File: src/rtl/timer_dev.sv
// timer_dev: memory-mapped countdown timer on the CPU device bus.
//
// Ports
//   Clk    system clock, all state changes on the rising edge
//   Reset  synchronous active-high reset
//   A      CPU word address [12:2]
//   WD     CPU store data
//   WE     CPU store strobe (full-word writes only)
//   RD     combinational read data for the addressed register
//   IRQ    interrupt request (flag AND IM, both registered)
//
// Register map (word offset from BASE_WORD)
//   0 CTRL   {IM, Mode[1:0], Enable}; upper bits read 0
//   1 PRESET reload value
//   2 COUNT  current count, read-only
module timer_dev #(
  parameter logic [10:0] BASE_WORD = 11'd1984
) (
  input  logic        Clk,
  input  logic        Reset,
  input  logic [10:0] A,
  input  logic [31:0] WD,
  input  logic        WE,
  output logic [31:0] RD,
  output logic        IRQ
);

  typedef enum logic [1:0] {S_IDLE, S_LOAD, S_CNT, S_INT} state_e;

  localparam logic [10:0] ADDR_CTRL   = BASE_WORD;
  localparam logic [10:0] ADDR_PRESET = BASE_WORD + 11'd1;
  localparam logic [10:0] ADDR_COUNT  = BASE_WORD + 11'd2;

  state_e      state_q, state_d;
  logic [3:0]  ctrl_q, ctrl_d;
  logic [31:0] preset_q, preset_d;
  logic [31:0] count_q, count_d;
  logic        flag_q, flag_d;

  logic wr_ctrl, wr_preset;
  logic auto_reload;

  assign wr_ctrl     = WE && (A == ADDR_CTRL);
  assign wr_preset   = WE && (A == ADDR_PRESET);
  assign auto_reload = (ctrl_q[2:1] == 2'b01);

  always_comb begin
    state_d  = state_q;
    ctrl_d   = ctrl_q;
    preset_d = preset_q;
    count_d  = count_q;
    flag_d   = flag_q;

    case (state_q)
      S_IDLE: begin
        if (ctrl_q[0]) state_d = S_LOAD;
      end
      S_LOAD: begin
        count_d = preset_q;
        // Clearing here turns the auto-reload flag into a one-cycle pulse.
        flag_d  = 1'b0;
        state_d = S_CNT;
      end
      S_CNT: begin
        if (!ctrl_q[0]) begin
          state_d = S_IDLE;
        end else if (count_q > 32'd1) begin
          count_d = count_q - 32'd1;
        end else begin
          // Also covers PRESET = 0: one CNT cycle, then INT.
          count_d = '0;
          state_d = S_INT;
        end
      end
      S_INT: begin
        flag_d = 1'b1;
        if (auto_reload) begin
          state_d = S_LOAD;
        end else begin
          ctrl_d[0] = 1'b0;
          state_d   = S_IDLE;
        end
      end
      default: state_d = S_IDLE;
    endcase

    // Bus writes are applied last so they override the FSM's own updates
    // (Enable clear and flag set in INT). The state transition is unchanged.
    if (wr_ctrl) begin
      ctrl_d = WD[3:0];
      flag_d = 1'b0;
    end
    if (wr_preset) begin
      preset_d = WD;
      flag_d   = 1'b0;
    end
  end

  always_ff @(posedge Clk) begin
    if (Reset) begin
      state_q  <= S_IDLE;
      ctrl_q   <= '0;
      preset_q <= '0;
      count_q  <= '0;
      flag_q   <= 1'b0;
    end else begin
      state_q  <= state_d;
      ctrl_q   <= ctrl_d;
      preset_q <= preset_d;
      count_q  <= count_d;
      flag_q   <= flag_d;
    end
  end

  always_comb begin
    RD = '0;
    if (A == ADDR_CTRL)        RD = {28'd0, ctrl_q};
    else if (A == ADDR_PRESET) RD = preset_q;
    else if (A == ADDR_COUNT)  RD = count_q;
  end

  assign IRQ = flag_q & ctrl_q[3];

endmodule

File: config.mk
export PLATFORM = sky130hd
export DESIGN_NAME = timer_dev
export DESIGN_NICKNAME = d
export VERILOG_FILES = /design/src/rtl/timer_dev.sv
export SDC_FILE = /design/constraint.sdc
export NUM_CORES = 1
export LEC_CHECK = 0
export ABC_AREA = 1
export CORE_UTILIZATION = 53
export CTS_BUF_LIST = sky130_fd_sc_hd__clkbuf_16
export DETAILED_ROUTE_END_ITERATION = 8
export HOLD_SLACK_MARGIN = 0.08
export PLACE_DENSITY = 0.81
export SYNTH_ARGS = -nofsm -noshare
export SYNTH_HDL_FRONTEND = slang
export SYNTH_SLANG_ARGS = --single-unit
File: constraint.sdc
create_clock -name Clk -period 2.5 [get_ports Clk]
set_clock_uncertainty 0.1 [all_clocks]
set_input_delay 0.5 -clock Clk [delete_from_list [all_inputs] [get_ports Clk]]
set_output_delay 0.5 -clock Clk [all_outputs]
set_load 0.1 [all_outputs]
==> results of run 1 <==
-- final cells by class --
cell class / instances / area [µm²]
clock inverters: 7 / 56.3
flip-flops and latches: 71 / 1420
multi-input cells: 499 / 2960
repair buffers: 111 / 1430
inverters: 65 / 248
clock buffers: 9 / 225
fillers: 501 / 1380
well taps: 102 / 128
-- worst min-delay path by stage --
stage | end | cells past startpoint | slack, ns
after detailed placement | count_q[16]$_SDFFE_PP0P_ | 2 | 0.36
after CTS | count_q[16]$_SDFFE_PP0P_ | 2 | 0.37
after floorplan | preset_q[0]$_SDFFE_PP0P_ | 2 | 0.34
final | count_q[21]$_SDFFE_PP0P_ | 2 | 0.38
after global routing | count_q[21]$_SDFFE_PP0P_ | 2 | 0.39
after global placement | count_q[16]$_SDFFE_PP0P_ | 2 | 0.35
-- metal layers --
layer | vias up | part of all wire (%) | global-route usage [%]
li1 | 2385 | - | -
met1 | 2453 | 39 | 48.6
met2 | 330 | 47 | 62.2
met3 | 76 | 11 | 11.5
met4 | 0 | 3.7 | 18.5
met5 | - | 0 | 0
-- power groups by stage --
stage | clock [mW] | sequential (mW) | combinational [mW]
global placement | 0 | 1.16 | 0.133
finish | 1.23 | 1.13 | 0.142
CTS | 1.23 | 1.13 | 0.139
global route | 1.28 | 1.13 | 0.153
floorplan | 0 | 1.16 | 0.0416
detailed placement | 0 | 1.16 | 0.137
-- state kept, by name (all words and copies together) (netlist names) --
register,flops
preset_q,32
count_q,32
ctrl_q,4
state_q,2
flag_q,1
-- cells in the mapped netlist, types with 5 or more instances --
library cell               number  area (µm²)
sky130_fd_sc_hd__nand2_1      141         529
sky130_fd_sc_hd__o21ai_0      101         505
sky130_fd_sc_hd__dfxtp_1       71        1420
sky130_fd_sc_hd__nor2_1        65         244
sky130_fd_sc_hd__a21oi_1       59         295
sky130_fd_sc_hd__inv_1         58         218
sky130_fd_sc_hd__nand3_1       49         245
sky130_fd_sc_hd__clkbuf_1      15        56.3
sky130_fd_sc_hd__xor2_1        10        87.6
sky130_fd_sc_hd__nor2_2         9        56.3
sky130_fd_sc_hd__buf_4          8        60.1
sky130_fd_sc_hd__inv_2          7        26.3
sky130_fd_sc_hd__nand4_1        7        43.8
sky130_fd_sc_hd__nor2_4         7        78.8
sky130_fd_sc_hd__a31oi_1        6        37.5
sky130_fd_sc_hd__buf_6          6        67.6
sky130_fd_sc_hd__o21bai_1       6        45.0
sky130_fd_sc_hd__nor3_1         5        25.0
sky130_fd_sc_hd__o21ai_1        5        25.0
-- worst reg2reg max path: stages (launching register included) --
cell	delay (ns)
sky130_fd_sc_hd__dfxtp_1	0.52
sky130_fd_sc_hd__inv_1	0.12
sky130_fd_sc_hd__ha_1	0.26
sky130_fd_sc_hd__nand2_2	0.12
sky130_fd_sc_hd__nor2_4	0.06
sky130_fd_sc_hd__o21ai_2	0.21
sky130_fd_sc_hd__nor2_2	0.11
sky130_fd_sc_hd__nor2_4	0.34
sky130_fd_sc_hd__nand2_1	0.10
sky130_fd_sc_hd__o21ai_0	0.11
sky130_fd_sc_hd__nand2_1	0.07
sky130_fd_sc_hd__a21oi_1	0.13
-- through the flow --
stage	total power [mW]	worst slack (ns)	std cells	utilization (%)
5_1_grt	2.56	-0.0696	864	82.5
3_3_place_gp	1.29	-0.242	839	75.4
4_1_cts	2.50	-0.0330	865	82.3
6_report	2.51	-0.0350	864	82.5
3_5_place_dp	1.29	-0.301	839	75.4
2_1_floorplan	1.20	-0.261	669	-
-- cell usage in the layout, fill, tap and decap left out, types with 14 or more instances in the layout --
| cell type | count |
|---|---|
| sky130_fd_sc_hd__nand2_1 | 138 |
| sky130_fd_sc_hd__o21ai_0 | 73 |
| sky130_fd_sc_hd__dfxtp_1 | 71 |
| sky130_fd_sc_hd__a21oi_1 | 59 |
| sky130_fd_sc_hd__nor2_1 | 57 |
| sky130_fd_sc_hd__inv_1 | 56 |
| sky130_fd_sc_hd__nand3_1 | 35 |
| sky130_fd_sc_hd__clkdlybuf4s50_1 | 34 |
| sky130_fd_sc_hd__buf_12 | 34 |
| sky130_fd_sc_hd__o21ai_4 | 23 |
| sky130_fd_sc_hd__buf_4 | 22 |
| sky130_fd_sc_hd__nand3_2 | 14 |
| sky130_fd_sc_hd__nor2_2 | 14 |
-- repair_timing --
item	in CTS	in global routing
endpoints found under the setup margin	32	32
pin swaps	17	13
gates resized for setup	58	24
gates cloned	4	0
setup buffers	6	1
-- cell families (layout without fill, tap and decap cells) --
kind of cell	count (synthesis)	count (layout)	share of synthesized area (%)
AND/OR/NAND/NOR	300	300	31.5
AO/OA/AOI/OAI	184	184	22.2
buffers and inverters	99	192	10.4
flip-flops	71	71	32.7
XOR/XNOR	13	13	2.62
adder cells (fa/ha/maj)	2	2	0.576
==> impl_table.tex, run 1 <==
\begin{tabular}{lr}
\hline
Metric & Value \\
\hline
\multicolumn{2}{l}{\textbf{Synth}} \\
\quad Share of flip-flops with an asynchronous set or reset & 0\% \\
\quad Number of cells produced by synthesis & 669 \\
\quad Cell area after synthesis & 0.00435 mm² \\
\quad Number of enable-type register cells in the synthesized netlist & 0 \\
\quad Synth cell types & 37 \\
\quad Part of the Yosys area used for sequential elements & about a third \\
\quad Count of state elements after synthesis & approximately 70 \\
\quad Main flop type after synthesis & sky130\_fd\_sc\_hd\_\_dfxtp\_1 \\
\quad Yosys warns & 0 \\
\quad Nets in the synthesized netlist & 717 \\
\quad Per-instance average area after synthesis & roughly 6.5 µm² \\
\multicolumn{2}{l}{\textbf{Timing}} \\
\quad Unrepaired setup endpoints after global routing & yes \\
\quad Slew HR & $\sim$69\% \\
\quad Worst-case hold slack & roughly 0.38 ns \\
\quad Total negative slack for setup checks & -0.0638 ns \\
\quad Fin crit period & 2.53 ns \\
\quad Worst path setup slack after routing & -0.0350 ns \\
\quad Final count of negative-setup-slack endpoints & 5 \\
\quad Max Slew Vio Count & 0 \\
\quad Maximum clock frequency & about 0.39 GHz \\
\quad Fraction of the cycle the final worst path needs & 101\% \\
\quad Final count of hold timing violations & 0 \\
\quad Slew at the pin closest to its max-slew limit & 0.463 ns \\
\multicolumn{2}{l}{\textbf{Worst setup path}} \\
\quad Reg-to-Reg End & count\_q[18]\$\_SDFFE\_PP0P\_ \\
\quad Arr. time, crit path & 1.93 ns \\
\quad Launching element type of the critical path & input pin \\
\quad Critical Path RT & 1.90 ns \\
\quad Number of buffer and inverter instances along the worst setup path & 6 \\
\quad Critical path cell sequence & clkdlybuf4s15\_2 > nor3\_2 > inv\_2 > nor2\_4 > clkinvlp\_4 > buf\_6 > buf\_16 > o21ai\_4 > buf\_12 \\
\quad Crit path to & RD[15] \\
\quad FF-to-FF path depth & 11 \\
\quad Critical-path cell with the highest stage delay & sky130\_fd\_sc\_hd\_\_clkdlybuf4s15\_2 \\
\quad Number of cells on the critical path & 9 \\
\quad Crit path max fanout & 5 \\
\quad Worst path max stage delay & about 0.20 ns \\
\quad Reg-to-reg slack, setup & 0.18 ns \\
\quad Cell family contributing the most delay on the critical path & buffers and inverters \\
\quad Capturing element type of the critical path & output pin \\
\quad Launch point of the worst path & A[1] \\
\quad Origin of the critical flop-to-flop path & count\_q[1]\$\_SDFFE\_PP0P\_ \\
\quad Category of the critical setup timing path & input pin to output pin \\
\multicolumn{2}{l}{\textbf{Run status}} \\
\quad Violated checks & setup timing \\
\quad Status & complete, but fails checks \\
\multicolumn{2}{l}{\textbf{Final layout}} \\
\quad Area overhead of the layout relative to synthesis & 48.9\% \\
\quad Area of all placed cells without fillers & 0.00647 mm² \\
\quad Proportion of layout cells with a drive suffix above 1 & 24.7\% \\
\quad Antenna cells & 0 \\
\quad Layout Nets & around 800 \\
\multicolumn{2}{l}{\textbf{Clocking}} \\
\quad Clock buffers created by TritonCTS & 9 \\
\quad Number of sinks driven by the clock tree & just over 70 \\
\quad H-tree level count & 3 \\
\quad Root Buffer & sky130\_fd\_sc\_hd\_\_clkbuf\_16 \\
\quad Clock insertion delay at the later pin of the skew report & roughly 0.34 ns \\
\quad Worst-path clk slew & about 0.060 ns \\
\quad CTS hold repair buffers & 0 \\
\quad Buffer levels on the longest clock path & 2 \\
\quad TritonCTS clock tree & yes \\
\multicolumn{2}{l}{\textbf{Power and ir drop}} \\
\quad Max VDD drop & 0.334 mV \\
\quad Internal power summed over all cells & 1.89 mW \\
\quad Clock network fraction of design power & between 40 and 50\% \\
\quad Sw power & 612 µW \\
\quad Logic pwr share & around 5.7\% \\
\quad Switching Share & about a quarter \\
\quad Sequential share of power & 45.2\% \\
\quad LEAKAGE & 2.60 nW \\
\quad Areal power density over the cells & slightly below 400 mW/mm² \\
\multicolumn{2}{l}{\textbf{Routing}} \\
\quad Via Count & $\sim$5200 \\
\quad Number of DRC markers after the initial detailed-route iteration & $\sim$470 \\
\quad DR DRC count & 0 \\
\quad DR WL/cell & 19.2 µm \\
\quad Post-detailed-routing wire length & approximately 17 mm \\
\quad Number of nets with antenna violations after routing & 0 \\
\quad Number of optimization iterations in the first detailed-route pass & 6 \\
\quad Per-cell via count in the routed design & between 6 and 7 \\
\multicolumn{2}{l}{\textbf{Die}} \\
\quad Num ports & roughly 80 \\
\quad Die boundary height & roughly 93 µm \\
\quad Core area & 0.00785 mm² \\
\quad Die area & around 0.0086 mm² \\
\quad Die W & between 90 and 100 µm \\
\quad Starting Density & between 50\% and 60\% \\
\quad Core Rows & 32 \\
\multicolumn{2}{l}{\textbf{GRT}} \\
\quad Via count of the first global-routing pass & 5259 \\
\quad Number of antenna violations at the first check in global routing & 0 \\
\quad Maximum number of pins on one net before global-route repair & 50 \\
\quad First-pass GRT wire length & between 20 and 30 mm \\
\quad All-Layer GR Usage & roughly two fifths \\
\quad Total gr overflow & 0 \\
\multicolumn{2}{l}{\textbf{Place}} \\
\quad DP Area & just under 0.006 mm² \\
\quad Half-perimeter wire length of the detailed placement result & approximately 11 mm \\
\quad Final estimated routing congestion in global placement & roughly 0.93 \\
\quad Count of buffers inserted at the top-level ports & 78 \\
\multicolumn{2}{l}{\textbf{Min path}} \\
\quad Hold\_sp & preset\_q[21]\$\_SDFFE\_PP0P\_ \\
\quad Worst min-delay path class & flip-flop to flip-flop \\
\multicolumn{2}{l}{\textbf{Job}} \\
\quad Max-capacitance violation count & 0 \\
\hline
\end{tabular}
Note: power is estimated with default switching activity, not from simulation.
==> run 2: changes to the inputs <==
Settings changed: CORE_UTILIZATION 53 to 48, PLACE_DENSITY 0.81 to 0.77.
Clock period 2.5 ns to 2.05 ns, I/O delays scaled along.
==> run 2 against run 1 <==
- the run still ends with setup timing left
- routed wire length up 3.7%
- critical path depth grew 3
- clock power grew 25%
- sequential share of layout area fell by 1.8 points
- flip-flop and latch count stayed put
- count of clock-buffer cells in the layout unchanged
- power is 24% higher
- via count is 2.1% higher
- die area grew 10%
- critical path type unchanged
- largest cell class unchanged
==> impl_table.tex, run 2 (synthesized netlist as in run 1, its figures left out) <==
\begin{tabular}{lr}
\hline
Metric & Value \\
\hline
\multicolumn{2}{l}{\textbf{Clocking}} \\
\quad H-tree level count & 3 (unchanged) \\
\quad Clock buffers created by TritonCTS & 9 (unchanged) \\
\quad Worst-path clk slew & 0.07 ns (about the same) \\
\quad Number of sinks driven by the clock tree & 71 (unchanged) \\
\quad Clock insertion delay at the later pin of the skew report & 0.35 ns (about the same) \\
\quad Buffer levels on the longest clock path & 2 (unchanged) \\
\quad TritonCTS clock tree & yes \\
\quad Root Buffer & sky130\_fd\_sc\_hd\_\_clkbuf\_16 \\
\quad CTS hold repair buffers & 0 (unchanged) \\
\multicolumn{2}{l}{\textbf{GRT}} \\
\quad Via count of the first global-routing pass & 5208 (-0.97\%) \\
\quad Total gr overflow & 0 (unchanged) \\
\quad Number of antenna violations at the first check in global routing & 0 (unchanged) \\
\quad Maximum number of pins on one net before global-route repair & 50 (unchanged) \\
\quad First-pass GRT wire length & 26.5 mm (+1.6\%) \\
\quad All-Layer GR Usage & 35.3\% (-3.9 points) \\
\multicolumn{2}{l}{\textbf{Routing}} \\
\quad DR WL/cell & 19.2 µm (-0.12\%) \\
\quad Number of DRC markers after the initial detailed-route iteration & 558 (+18\%) \\
\quad Number of optimization iterations in the first detailed-route pass & 6 (unchanged) \\
\quad Via Count & 5355 (+2.1\%) \\
\quad Post-detailed-routing wire length & 17.2 mm (+3.7\%) \\
\quad Number of nets with antenna violations after routing & 0 (unchanged) \\
\quad Per-cell via count in the routed design & 5.97 (-1.6\%) \\
\quad DR DRC count & 0 (unchanged) \\
\multicolumn{2}{l}{\textbf{Worst setup path}} \\
\quad Arr. time, crit path & 1.92 ns (about the same) \\
\quad Worst path max stage delay & 0.19 ns (about the same) \\
\quad Category of the critical setup timing path & input pin to output pin \\
\quad Critical-path cell with the highest stage delay & sky130\_fd\_sc\_hd\_\_buf\_12 \\
\quad Critical Path RT & 1.54 ns (-0.36 ns) \\
\quad Launching element type of the critical path & input pin \\
\quad Crit path max fanout & 6 (+1) \\
\quad Critical path cell sequence & buf\_6 > nor2\_4 > nand3\_2 > nor2\_4 > inv\_2 > nor3\_4 > buf\_6 > buf\_8 > buf\_16 > nand3\_2 > o21ai\_4 > buf\_12 \\
\quad Cell family contributing the most delay on the critical path & buffers and inverters \\
\quad Number of buffer and inverter instances along the worst setup path & 6 (unchanged) \\
\quad Capturing element type of the critical path & output pin \\
\multicolumn{2}{l}{\textbf{Timing}} \\
\quad Slew HR & 76.0\% (+6.9 points) \\
\quad Slew at the pin closest to its max-slew limit & 0.360 ns (-0.104 ns) \\
\quad Unrepaired setup endpoints after global routing & yes \\
\quad Fin crit period & 2.43 ns \\
\quad Final count of negative-setup-slack endpoints & 33 (+28) \\
\quad Total negative slack for setup checks & -9.28 ns (-9.22 ns) \\
\quad Worst path setup slack after routing & -0.377 ns (-0.342 ns) \\
\quad Maximum clock frequency & $\sim$0.41 GHz \\
\quad Fraction of the cycle the final worst path needs & 118\% \\
\quad Final count of hold timing violations & 0 (unchanged) \\
\quad Max Slew Vio Count & 0 (unchanged) \\
\multicolumn{2}{l}{\textbf{Die}} \\
\quad Core area & 0.00876 mm² (+12\%) \\
\quad Core Rows & 34 (+6.3\%) \\
\quad Die W & 97.2 µm (+5.0\%) \\
\quad Die area & 0.00944 mm² (+10\%) \\
\quad Die boundary height & 97.2 µm (+5.0\%) \\
\quad Num ports & 79 (unchanged) \\
\quad Starting Density & 49.6\% (-5.8 points) \\
\multicolumn{2}{l}{\textbf{Place}} \\
\quad Count of buffers inserted at the top-level ports & 78 (unchanged) \\
\quad Final estimated routing congestion in global placement & 0.949 (+1.6\%) \\
\quad Half-perimeter wire length of the detailed placement result & 11.0 mm (+2.5\%) \\
\quad Pre-CTS worst setup slack & -0.653 ns (-0.352 ns) \\
\multicolumn{2}{l}{\textbf{Power and ir drop}} \\
\quad Sw power & 778 µW (+27\%) \\
\quad Logic pwr share & 5.9\% (+0.2 points) \\
\quad Sum of internal, switching and leakage power & 3.10 mW (+24\%) \\
\quad LEAKAGE & 2.82 nW (+8.6\%) \\
\quad Internal power summed over all cells & 2.32 mW (+23\%) \\
\quad Clock network fraction of design power & 49.6\% (+0.5 points) \\
\quad Max VDD drop & 0.341 mV (+1.8\%) \\
\quad Areal power density over the cells & 440 mW/mm² (+14\%) \\
\quad Switching Share & 25.1\% (+0.67 points) \\
\quad Sequential share of power & 44.5\% (-0.7 points) \\
\multicolumn{2}{l}{\textbf{Final layout}} \\
\quad Antenna cells & 0 (unchanged) \\
\quad Commonest non-fill, non-tap cell in the layout & sky130\_fd\_sc\_hd\_\_nand2\_1 \\
\quad Registers with the most flip-flops & count\_q x32, preset\_q x32, ctrl\_q x4 \\
\quad Proportion of layout cells with a drive suffix above 1 & 30.3\% (+5.6 points) \\
\quad Commonest non-fill, non-tap cells in the layout & sky130\_fd\_sc\_hd\_\_nand2\_1, sky130\_fd\_sc\_hd\_\_o21ai\_0, sky130\_fd\_sc\_hd\_\_dfxtp\_1, sky130\_fd\_sc\_hd\_\_a21oi\_1, sky130\_fd\_sc\_hd\_\_inv\_1 \\
\quad Layout Nets & 832 (+3.4\%) \\
\quad Area overhead of the layout relative to synthesis & 62.3\% \\
\multicolumn{2}{l}{\textbf{Run status}} \\
\quad Violated checks & setup timing \\
\quad Status & complete, but fails checks \\
\multicolumn{2}{l}{\textbf{Job}} \\
\quad Max-capacitance violation count & 0 (unchanged) \\
\multicolumn{2}{l}{\textbf{Min path}} \\
\quad Worst min-delay path class & flip-flop to flip-flop \\
\hline
\end{tabular}
-- run 2: changes by cell type in the layout (fill, tap and decap cells not counted), sizes merged --
| cell | change |
|---|---|
| clkinvlp | -2 |
| buf | +27 |
| inv | +2 |
| dlygate4sd2 | +5 |
| clkbuf | -5 |
-- run 2: power groups by stage --
stage / clock (mW) / sequential, mW / combinational, mW
final: 1.54 / 1.38 / 0.183
after global routing: 1.60 / 1.38 / 0.195
after CTS: 1.52 / 1.38 / 0.175
after detailed placement: 0 / 1.41 / 0.173
after global placement: 0 / 1.41 / 0.169
after floorplan: 0 / 1.41 / 0.0507
-- run 2: layout make-up --
class	count	area (µm²)
sequential	71	1420
fill	563	1710
tap	108	135
timing repair buffer	138	1730
inverter	65	244
clock buffer	9	225
multi-input combinational	499	3240
clock inverter	7	62.6
-- run 2: routing by layer --
layer / wire [µm] / up-vias / GRT usage (%) / share of wire, %
li1: - / 2450 / - / -
met1: 6690 / 2478 / 45.7 / 39
met2: 8120 / 354 / 57.5 / 47
met3: 1710 / 73 / 7.63 / 9.9
met4: 717 / 0 / 13.0 / 4.2
met5: 0 / - / 0 / 0
-- run 2: worst paths after layout --
path / slack [ns] / start / cells after the start / end
worst max-delay path: -0.38 / A[4] / 12 / RD[14]
worst min-delay path: 0.37 / preset_q[23]$_SDFFE_PP0P_ / 2 / count_q[23]$_SDFFE_PP0P_
worst max register to register: -0.03 / count_q[0]$_SDFFE_PP0P_ / 11 / count_q[20]$_SDFFE_PP0P_
worst min register to register: 0.37 / preset_q[23]$_SDFFE_PP0P_ / 2 / count_q[23]$_SDFFE_PP0P_
-- run 2: worst register-to-register path: stages, from the launching register on --
cell and delay [ns]:
sky130_fd_sc_hd__dfxtp_1 0.33, sky130_fd_sc_hd__buf_4 0.16, sky130_fd_sc_hd__ha_1 0.20, sky130_fd_sc_hd__nor3b_1 0.16
sky130_fd_sc_hd__o21ai_2 0.24, sky130_fd_sc_hd__nor2_4 0.08, sky130_fd_sc_hd__nor2_4 0.20, sky130_fd_sc_hd__buf_6 0.18
sky130_fd_sc_hd__nand2_2 0.07, sky130_fd_sc_hd__nand2_1 0.06, sky130_fd_sc_hd__nand2_1 0.08, sky130_fd_sc_hd__a21oi_2 0.16
-- run 2: stage by stage --
stage               hold slack, ns  utilization, %  instance area [µm²]  instances
floorplan                    0.337               -                 4740        669
global placement             0.352            71.0                 6220        870
detailed placement           0.354            71.0                 6220        870
CTS                          0.364            78.7                 6890        895
global route                 0.400            80.5                 7060        897
finish                       0.368            80.5                 7060        897
-- run 2: what timing repair did --
| action | CTS | global route |
|---|---|---|
| cloned | 3 | 0 |
| resized for setup | 82 | 38 |
| endpoints found under the setup margin | 32 | 46 |
| hold endpoints to repair | 0 | 0 |
| pin swaps | 13 | 4 |
| setup buffers | 6 | 4 |
